<file path="src/rtl/ctemp_pkg.sv">
// ctemp_pkg: shared constants and helpers for the
// colour-temperature gain pipeline.
package ctemp_pkg;

  localparam int DEF_CH       = 3;
  localparam int DEF_DW       = 16;
  localparam int DEF_GW       = 8;
  localparam int DEF_GF       = 6;
  localparam int DEF_SATCNT_W = 24;
  localparam int PIPE_DEPTH   = 3;

  function automatic int unity_gain(input int gf);
    return 1 << gf;
  endfunction

  function automatic int lane_lsb(input int c, input int w);
    return c * w;
  endfunction

endpackage

</file>
<file path="src/rtl/ctemp_gain_pipe_if.sv">
// ctemp_gain_pipe_if: valid/ready pixel stream with
// start-of-frame marker.
interface ctemp_gain_pipe_if #(
  parameter int CH = 3,
  parameter int DW = 16
);

  logic              valid;
  logic              ready;
  logic              sof;
  logic [CH*DW-1:0]  data;

  modport master (
    output valid,
    output sof,
    output data,
    input  ready
  );

  modport slave (
    input  valid,
    input  sof,
    input  data,
    output ready
  );

endinterface

</file>
<file path="src/rtl/ctemp_gain_lane.sv">
// ctemp_gain_lane: one channel's multiply (S2) and round/saturate (S3).
// CTEMP_ROUND_EN selects round-half-up instead of truncation.
module ctemp_gain_lane
  import ctemp_pkg::*;
#(
  parameter int DW = DEF_DW,
  parameter int GW = DEF_GW,
  parameter int GF = DEF_GF
) (
  input  logic          clk,
  input  logic          rst,
  input  logic          en,
  input  logic [DW-1:0] din,
  input  logic [GW-1:0] gain,
  input  logic          bypass,
  output logic [DW-1:0] dout,
  output logic          sat
);

  localparam int PW = DW + GW;
  localparam int RW = PW + 1 - GF;

  logic [PW-1:0] p_q;
  logic [DW-1:0] din_q;
  logic          byp_q;
  logic [RW-1:0] r;
  logic          ovf;
  logic [DW-1:0] dout_c;
  logic          sat_c;

  always_ff @(posedge clk) begin
    if (rst) begin
      p_q   <= '0;
      din_q <= '0;
      byp_q <= 1'b0;
    end else if (en) begin
      p_q   <= PW'(din) * PW'(gain);
      din_q <= din;
      byp_q <= bypass;
    end
  end

`ifdef CTEMP_ROUND_EN
  // one extra bit so the half-LSB carry cannot wrap
  logic [PW:0] ps;
  assign ps = {1'b0, p_q} + (PW+1)'(1 << (GF-1));
  assign r  = RW'(ps >> GF);
`else
  assign r  = RW'(p_q >> GF);
`endif

  assign ovf = |r[RW-1:DW];

  always_comb begin
    dout_c = r[DW-1:0];
    sat_c  = 1'b0;
    if (byp_q) begin
      dout_c = din_q;
    end else if (ovf) begin
      dout_c = '1;
      sat_c  = 1'b1;
    end
  end

  always_ff @(posedge clk) begin
    if (rst) begin
      dout <= '0;
      sat  <= 1'b0;
    end else if (en) begin
      dout <= dout_c;
      sat  <= sat_c;
    end
  end

endmodule

</file>
<file path="src/rtl/ctemp_gain_pipe.sv">
// ctemp_gain_pipe: 3-stage per-channel gain with frame-shadowed gains
// and saturation stats. CTEMP_ROUND_EN enables rounding in the lanes.
module ctemp_gain_pipe
  import ctemp_pkg::*;
#(
  parameter int CH       = DEF_CH,
  parameter int DW       = DEF_DW,
  parameter int GW       = DEF_GW,
  parameter int GF       = DEF_GF,
  parameter int SATCNT_W = DEF_SATCNT_W
) (
  input  logic                clk,
  input  logic                rst,
  ctemp_gain_pipe_if.slave    s,
  ctemp_gain_pipe_if.master   m,
  input  logic [CH*GW-1:0]    cfg_gain,
  input  logic                cfg_bypass,
  output logic [SATCNT_W-1:0] sat_count
);

  localparam logic [GW-1:0] UNITY = GW'(unity_gain(GF));

  logic                en;
  logic                acc;
  logic                sof_acc;
  logic                hs;
  logic [CH*GW-1:0]    gain_act;
  logic                byp_act;
  logic [CH*GW-1:0]    gain1;
  logic                byp1;
  logic [CH*DW-1:0]    din1;
  logic                v1, v2, v3;
  logic                sof1, sof2, sof3;
  logic [CH*DW-1:0]    dout_all;
  logic [CH-1:0]       lane_sat;
  logic                beat_sat;
  logic [SATCNT_W-1:0] run;

  assign en      = !v3 || m.ready;
  assign s.ready = en;
  assign acc     = s.valid && en;
  assign sof_acc = acc && s.sof;
  assign hs      = v3 && m.ready;

  always_ff @(posedge clk) begin
    if (rst) begin
      gain_act <= {CH{UNITY}};
      byp_act  <= 1'b0;
    end else if (sof_acc) begin
      gain_act <= cfg_gain;
      byp_act  <= cfg_bypass;
    end
  end

  // the SOF beat itself uses the freshly loaded gains
  always_ff @(posedge clk) begin
    if (rst) begin
      v1    <= 1'b0;
      sof1  <= 1'b0;
      din1  <= '0;
      gain1 <= {CH{UNITY}};
      byp1  <= 1'b0;
    end else if (en) begin
      v1    <= s.valid;
      sof1  <= s.valid && s.sof;
      din1  <= s.data;
      gain1 <= sof_acc ? cfg_gain : gain_act;
      byp1  <= sof_acc ? cfg_bypass : byp_act;
    end
  end

  always_ff @(posedge clk) begin
    if (rst) begin
      v2   <= 1'b0;
      v3   <= 1'b0;
      sof2 <= 1'b0;
      sof3 <= 1'b0;
    end else if (en) begin
      v2   <= v1;
      v3   <= v2;
      sof2 <= sof1;
      sof3 <= sof2;
    end
  end

  for (genvar c = 0; c < CH; c++) begin : g_lane
    ctemp_gain_lane #(
      .DW (DW),
      .GW (GW),
      .GF (GF)
    ) u_lane (
      .clk    (clk),
      .rst    (rst),
      .en     (en),
      .din    (din1[lane_lsb(c, DW) +: DW]),
      .gain   (gain1[lane_lsb(c, GW) +: GW]),
      .bypass (byp1),
      .dout   (dout_all[lane_lsb(c, DW) +: DW]),
      .sat    (lane_sat[c])
    );
  end

  assign m.valid  = v3;
  assign m.sof    = sof3;
  assign m.data   = dout_all;
  assign beat_sat = |lane_sat;

  always_ff @(posedge clk) begin
    if (rst) begin
      run       <= '0;
      sat_count <= '0;
    end else if (hs) begin
      if (sof3) begin
        sat_count <= run;
        run       <= SATCNT_W'(beat_sat);
      end else if (beat_sat && run != '1) begin
        run <= run + SATCNT_W'(1);
      end
    end
  end

endmodule

</file>
<file path="src/flat_wrapper.sv">
// flat-port wrapper written by rule: the top's interface ports become plain ports
module ctemp_gain_pipe_flat import ctemp_pkg::*;
#(
  parameter int CH       = DEF_CH,
  parameter int DW       = DEF_DW,
  parameter int GW       = DEF_GW,
  parameter int GF       = DEF_GF,
  parameter int SATCNT_W = DEF_SATCNT_W
)
  (clk, rst, cfg_gain, cfg_bypass, sat_count, s_valid, s_sof, s_data, s_ready, m_valid, m_sof, m_data, m_ready);
  ctemp_gain_pipe_if #(.CH(CH), .DW(DW)) s_i ();
  ctemp_gain_pipe_if #(.CH(CH), .DW(DW)) m_i ();
  input  logic clk;
  input  logic rst;
  input  logic [CH*GW-1:0] cfg_gain;
  input  logic cfg_bypass;
  output logic [SATCNT_W-1:0] sat_count;
  input wire logic [$bits(s_i.valid)-1:0] s_valid;
  input wire logic [$bits(s_i.sof)-1:0] s_sof;
  input wire logic [$bits(s_i.data)-1:0] s_data;
  output wire logic [$bits(s_i.ready)-1:0] s_ready;
  output wire logic [$bits(m_i.valid)-1:0] m_valid;
  output wire logic [$bits(m_i.sof)-1:0] m_sof;
  output wire logic [$bits(m_i.data)-1:0] m_data;
  input wire logic [$bits(m_i.ready)-1:0] m_ready;
  assign s_i.valid = s_valid;
  assign s_i.sof = s_sof;
  assign s_i.data = s_data;
  assign s_ready = s_i.ready;
  assign m_valid = m_i.valid;
  assign m_sof = m_i.sof;
  assign m_data = m_i.data;
  assign m_i.ready = m_ready;
  ctemp_gain_pipe #(.CH(CH), .DW(DW), .GW(GW), .GF(GF), .SATCNT_W(SATCNT_W)) u_core (.clk(clk), .rst(rst), .s(s_i), .m(m_i), .cfg_gain(cfg_gain), .cfg_bypass(cfg_bypass), .sat_count(sat_count));
endmodule
</file>
<file path="config.mk">
export PLATFORM = sky130hd
export DESIGN_NAME = ctemp_gain_pipe_flat
export DESIGN_NICKNAME = d
export VERILOG_FILES = /design/src/rtl/ctemp_pkg.sv /design/src/rtl/ctemp_gain_pipe_if.sv /design/src/rtl/ctemp_gain_lane.sv /design/src/rtl/ctemp_gain_pipe.sv /design/src/flat_wrapper.sv
export SDC_FILE = /design/constraint.sdc
export NUM_CORES = 1
export LEC_CHECK = 0
export BUFFER_PORTS_ARGS = -buffer_cell sky130_fd_sc_hd__buf_2
export CORE_UTILIZATION = 50
export DETAILED_ROUTE_END_ITERATION = 10
export HOLD_SLACK_MARGIN = 0.05
export MAX_ROUTING_LAYER = met4
export PLACE_DENSITY_LB_ADDON = 0.3
export SLEW_MARGIN = 40
export SYNTH_ARGS = -nofsm -noshare
export SYNTH_HDL_FRONTEND = slang
export SYNTH_SLANG_ARGS = --single-unit
</file>
<file path="constraint.sdc">
create_clock -name clk -period 6.4 [get_ports clk]
set_clock_uncertainty 0.1 [all_clocks]
set_input_delay 1.28 -clock clk [delete_from_list [all_inputs] [get_ports clk]]
set_output_delay 1.28 -clock clk [all_outputs]
set_load 0.02 [all_outputs]
</file>
==> results.cfg <==
[run_status]
outcome = finished, final reports clean

[setup_path]
critPathCapture = u_core.g_lane[0].u_lane.p_q[23]
r2r_cells = 17
crit_chain = nand2_1, fa_1, inv_1, fa_1, fa_1, inv_1, fa_1, inv_1, ha_1, a21oi_1, o21ai_1, a221oi_1, a31oi_1, o41a_1, a21oi_1, xnor2_1, a21oi_1
cp_max_fo = 17
rr_startpoint = u_core.gain1[2]
crit_path_frequent_cell = fa_1
rr_endpoint = u_core.g_lane[0].u_lane.p_q[23]
r2r_slack_ns = 1.08
slowest_delay_ns = 0.68
cp.arrival_ns = 5.61
start_kind = flop
crit_start = u_core.gain1[2]
cp_data_required_time_ns = 6.69
slowest_stage = dfxtp_1
crit_type = flop to flop
cp-end-kind = flop

[clock_network]
path_clk_slew_ns = 0.06
cts-root-buf = clkbuf_16
postCtsSetupBuffers = 0
cts_tree = done
clock_latency_ns = 0.56
post_cts_resized = 0
cts_inserted_buffers = 36
clock_path_buffers = 3
hold_buffers = 0
cts.htree.levels = 2
clkSinkCount = 306

[timing]
tns_ns = 0
maxSlewHeadroom = 0.462
hold_violations = 0
slew_viol_final = 0
hold_ws_ns = 0.346
setup_viol = 0
layout_setup_ws_ns = 1.08
fmax_ghz = 0.188
finalCritPeriodShare = 0.832
tightest_slew_ns = 0.807
min_period_ns = 5.32
grt_setup_unrepaired = no

[layout]
multi_input_area_mm2 = 0.0148
num-nets-final = 3157
drive_gt1_frac = 0.0875
fin_util = 0.559
seq_area_mm2 = 0.00613
fillers = 4030
area_growth_pct = 9.91

[pwr]
irDropWorstVdd_mv = 0.175
power_density_mw_per_mm2 = 212
pwr-share-comb = 0.186
leakage_nw = 11.6
finalPower_mw = 5.27
p_clk_frac = 0.397
p_sw_mw = 1.58
p_int_mw = 3.69
power_frac_seq = 0.417
swShare = 0.300

[grt]
grt_max_degree = 212
grt_overflow = 0
track_usage = 0.256
grt_pass1_vias = 18700
grt_pass1_wl_um = 94000
antenna_found_initial = 3

[run]
cap_violations = 0

[synth]
ys_seq_elements = 306
syn_area_mm2 = 0.0226
ys_seq_area_frac = 0.271
ys.warnings.count = 0
synth_area_leader_cell = dfxtp_1
synth_edf_count = 0
synth_cell_types = 60
synth_top_area_frac = 0.271
synthFlopType = dfxtp_1
syn-num-nets = 3116
synthesis.instances = 2665
yosys-top-cells-area = dfxtp_1, fa_1, and2_1
async_flop_share = 0
synth.avg_cell_area_um2 = 8.48

[floorplanning]
fp.dieW_um = 215
num_io_pins = 153
initial_core_util = 0.509
die_h_um = 215
row_count = 77
core_mm2 = 0.0444
die_area_mm2 = 0.0461

[detailed_routing]
dr.pass1.iters = 9
wl_um = 55300
antenna_left = 0
vias = 18100
wire_per_inst_um = 16.6
post_drt_via_cell_ratio = 5.43
route.detailed.drc = 0
drtIter0Drc = 1120

[min_path]
hold_class = flop to flop
hp-start = u_core.g_lane[0].u_lane.din_q[6]
whs_path_depth = 2

[placed_design]
dp_slack_ns = 1.16
gp_congestion = 0.891
place_hpwl_um = 39600
port_buffers = 152
[through the flow]
step	std cells	cell area [um2]
2_1_floorplan	2665	22600
3_3_place_gp	3259	23600
3_5_place_dp	3259	23600
4_1_cts	3321	24800
5_1_grt	3325	24800
6_report	3325	24800
[worst max-delay path: cells and delay by family, from the launching register on]
kind | cells | cell delay [ns]
xor gates and xnor gates | 1 | 0.14
buffers and inverters | 3 | 0.14
DFF | 1 | 0.68
adders and majority gates | 5 | 2.31
and+or+nand+nor | 1 | 0.16
AOI/OAI and AO/OA | 7 | 1.62
[cell usage after synthesis (2+ instances only)]
library cell / count
o21a_1: 8
nor3_1: 35
or4_1: 2
o31ai_1: 2
a21oi_1: 244
nand4_1: 12
mux2i_1: 26
o21ai_0: 42
nand4b_1: 2
buf_1: 5
xor2_1: 29
xnor2_1: 28
inv_1: 303
and3_1: 13
ha_1: 124
nand2_1: 475
o21bai_1: 4
o211ai_1: 7
nor2b_1: 9
o21ai_2: 2
o21ai_1: 7
o2111ai_1: 2
buf_4: 2
and2_1: 297
a211oi_1: 29
o2111a_1: 2
and4_1: 6
nor4_1: 3
a31o_2: 3
o221ai_1: 33
or3_1: 27
and2_2: 2
a31oi_1: 9
a21o_1: 14
nor2_1: 107
nand3b_1: 2
fa_1: 249
clkbuf_1: 144
buf_2: 6
nand2b_1: 4
nand3_1: 21
dfxtp_1: 306
[power groups by stage]
| stage | sequential, mW | combinational [mW] | clock [mW] |
|---|---|---|---|
| 2_1_floorplan | 2.18 | 0.716 | 0 |
| 3_3_place_gp | 2.23 | 0.956 | 0 |
| 3_5_place_dp | 2.23 | 0.975 | 0 |
| 4_1_cts | 2.19 | 0.989 | 2.14 |
| 5_1_grt | 2.21 | 1.11 | 2.22 |
| 6_report | 2.19 | 0.980 | 2.09 |
[cell usage in the layout, fill, tap and decap left out, drive strengths merged, types with 27 or more instances in the layout]
master,count
and2,299
clkbuf,53
nor2,107
a21oi,244
dfxtp,306
or3,27
nand2,475
fa,249
inv,305
xnor2,28
o21ai,51
o221ai,33
xor2,29
a211oi,30
nor3,35
buf,159
ha,124
[area by class of cell]
type / instances / share of cell area
multi-input combinational: 1899 / 0.594
sequential: 306 / 0.247
inverter: 303 / 0.0463
clock buffer: 52 / 0.0432
timing repair buffer: 160 / 0.0349
tap: 592 / 0.0298
clock inverter: 10 / 0.00479
antenna: 3 / 0.000302
[state kept, by name (all words and copies together), names as in the netlist]
register,flops
u_core.sof1,1
u_core.din1,48
u_core.g_lane.u_lane.dout,48
u_core.sof2,1
u_core.g_lane.u_lane.din_q,48
u_core.g_lane.u_lane.sat,3
u_core.v1,1
u_core.run,24
u_core.byp_act,1
u_core.m.valid,1
u_core.g_lane.u_lane.byp_q,1
u_core.m.sof,1
u_core.gain_act,24
u_core.g_lane.u_lane.p_q,54
u_core.gain1,24
u_core.v2,1
u_core.sat_count,24
u_core.byp1,1
[layer usage]
metal  share of wire  track usage
met5               0            -
met4           0.027       0.0860
met3           0.058       0.0450
met2            0.47        0.411
met1            0.44        0.327
[cells by family (layout without fill, tap and decap cells)]
family,after synthesis,after routing,synth area share
AND/OR/NAND/NOR,1020,1020,0.216
XOR/XNOR,57,57,0.0221
adder cells (fa/ha/maj),373,373,0.289
flip-flops,306,306,0.271
AO/OA/AOI/OAI,423,423,0.113
other,0,3,0
buffers and inverters,460,525,0.0771
multiplexers,26,26,0.0115
[how the worst min path moves through the flow]
stage	slack [ns]	endpoint
2_1_floorplan	0.33	u_core.g_lane[2].u_lane.p_q[18]
3_3_place_gp	0.33	u_core.g_lane[0].u_lane.din_q[13]
3_5_place_dp	0.34	u_core.g_lane[0].u_lane.din_q[5]
4_1_cts	0.35	u_core.g_lane[0].u_lane.din_q[5]
5_1_grt	0.36	u_core.g_lane[0].u_lane.din_q[12]
6_report	0.35	u_core.g_lane[0].u_lane.din_q[6]
No activity file was read; power rests on OpenSTA's default activity.
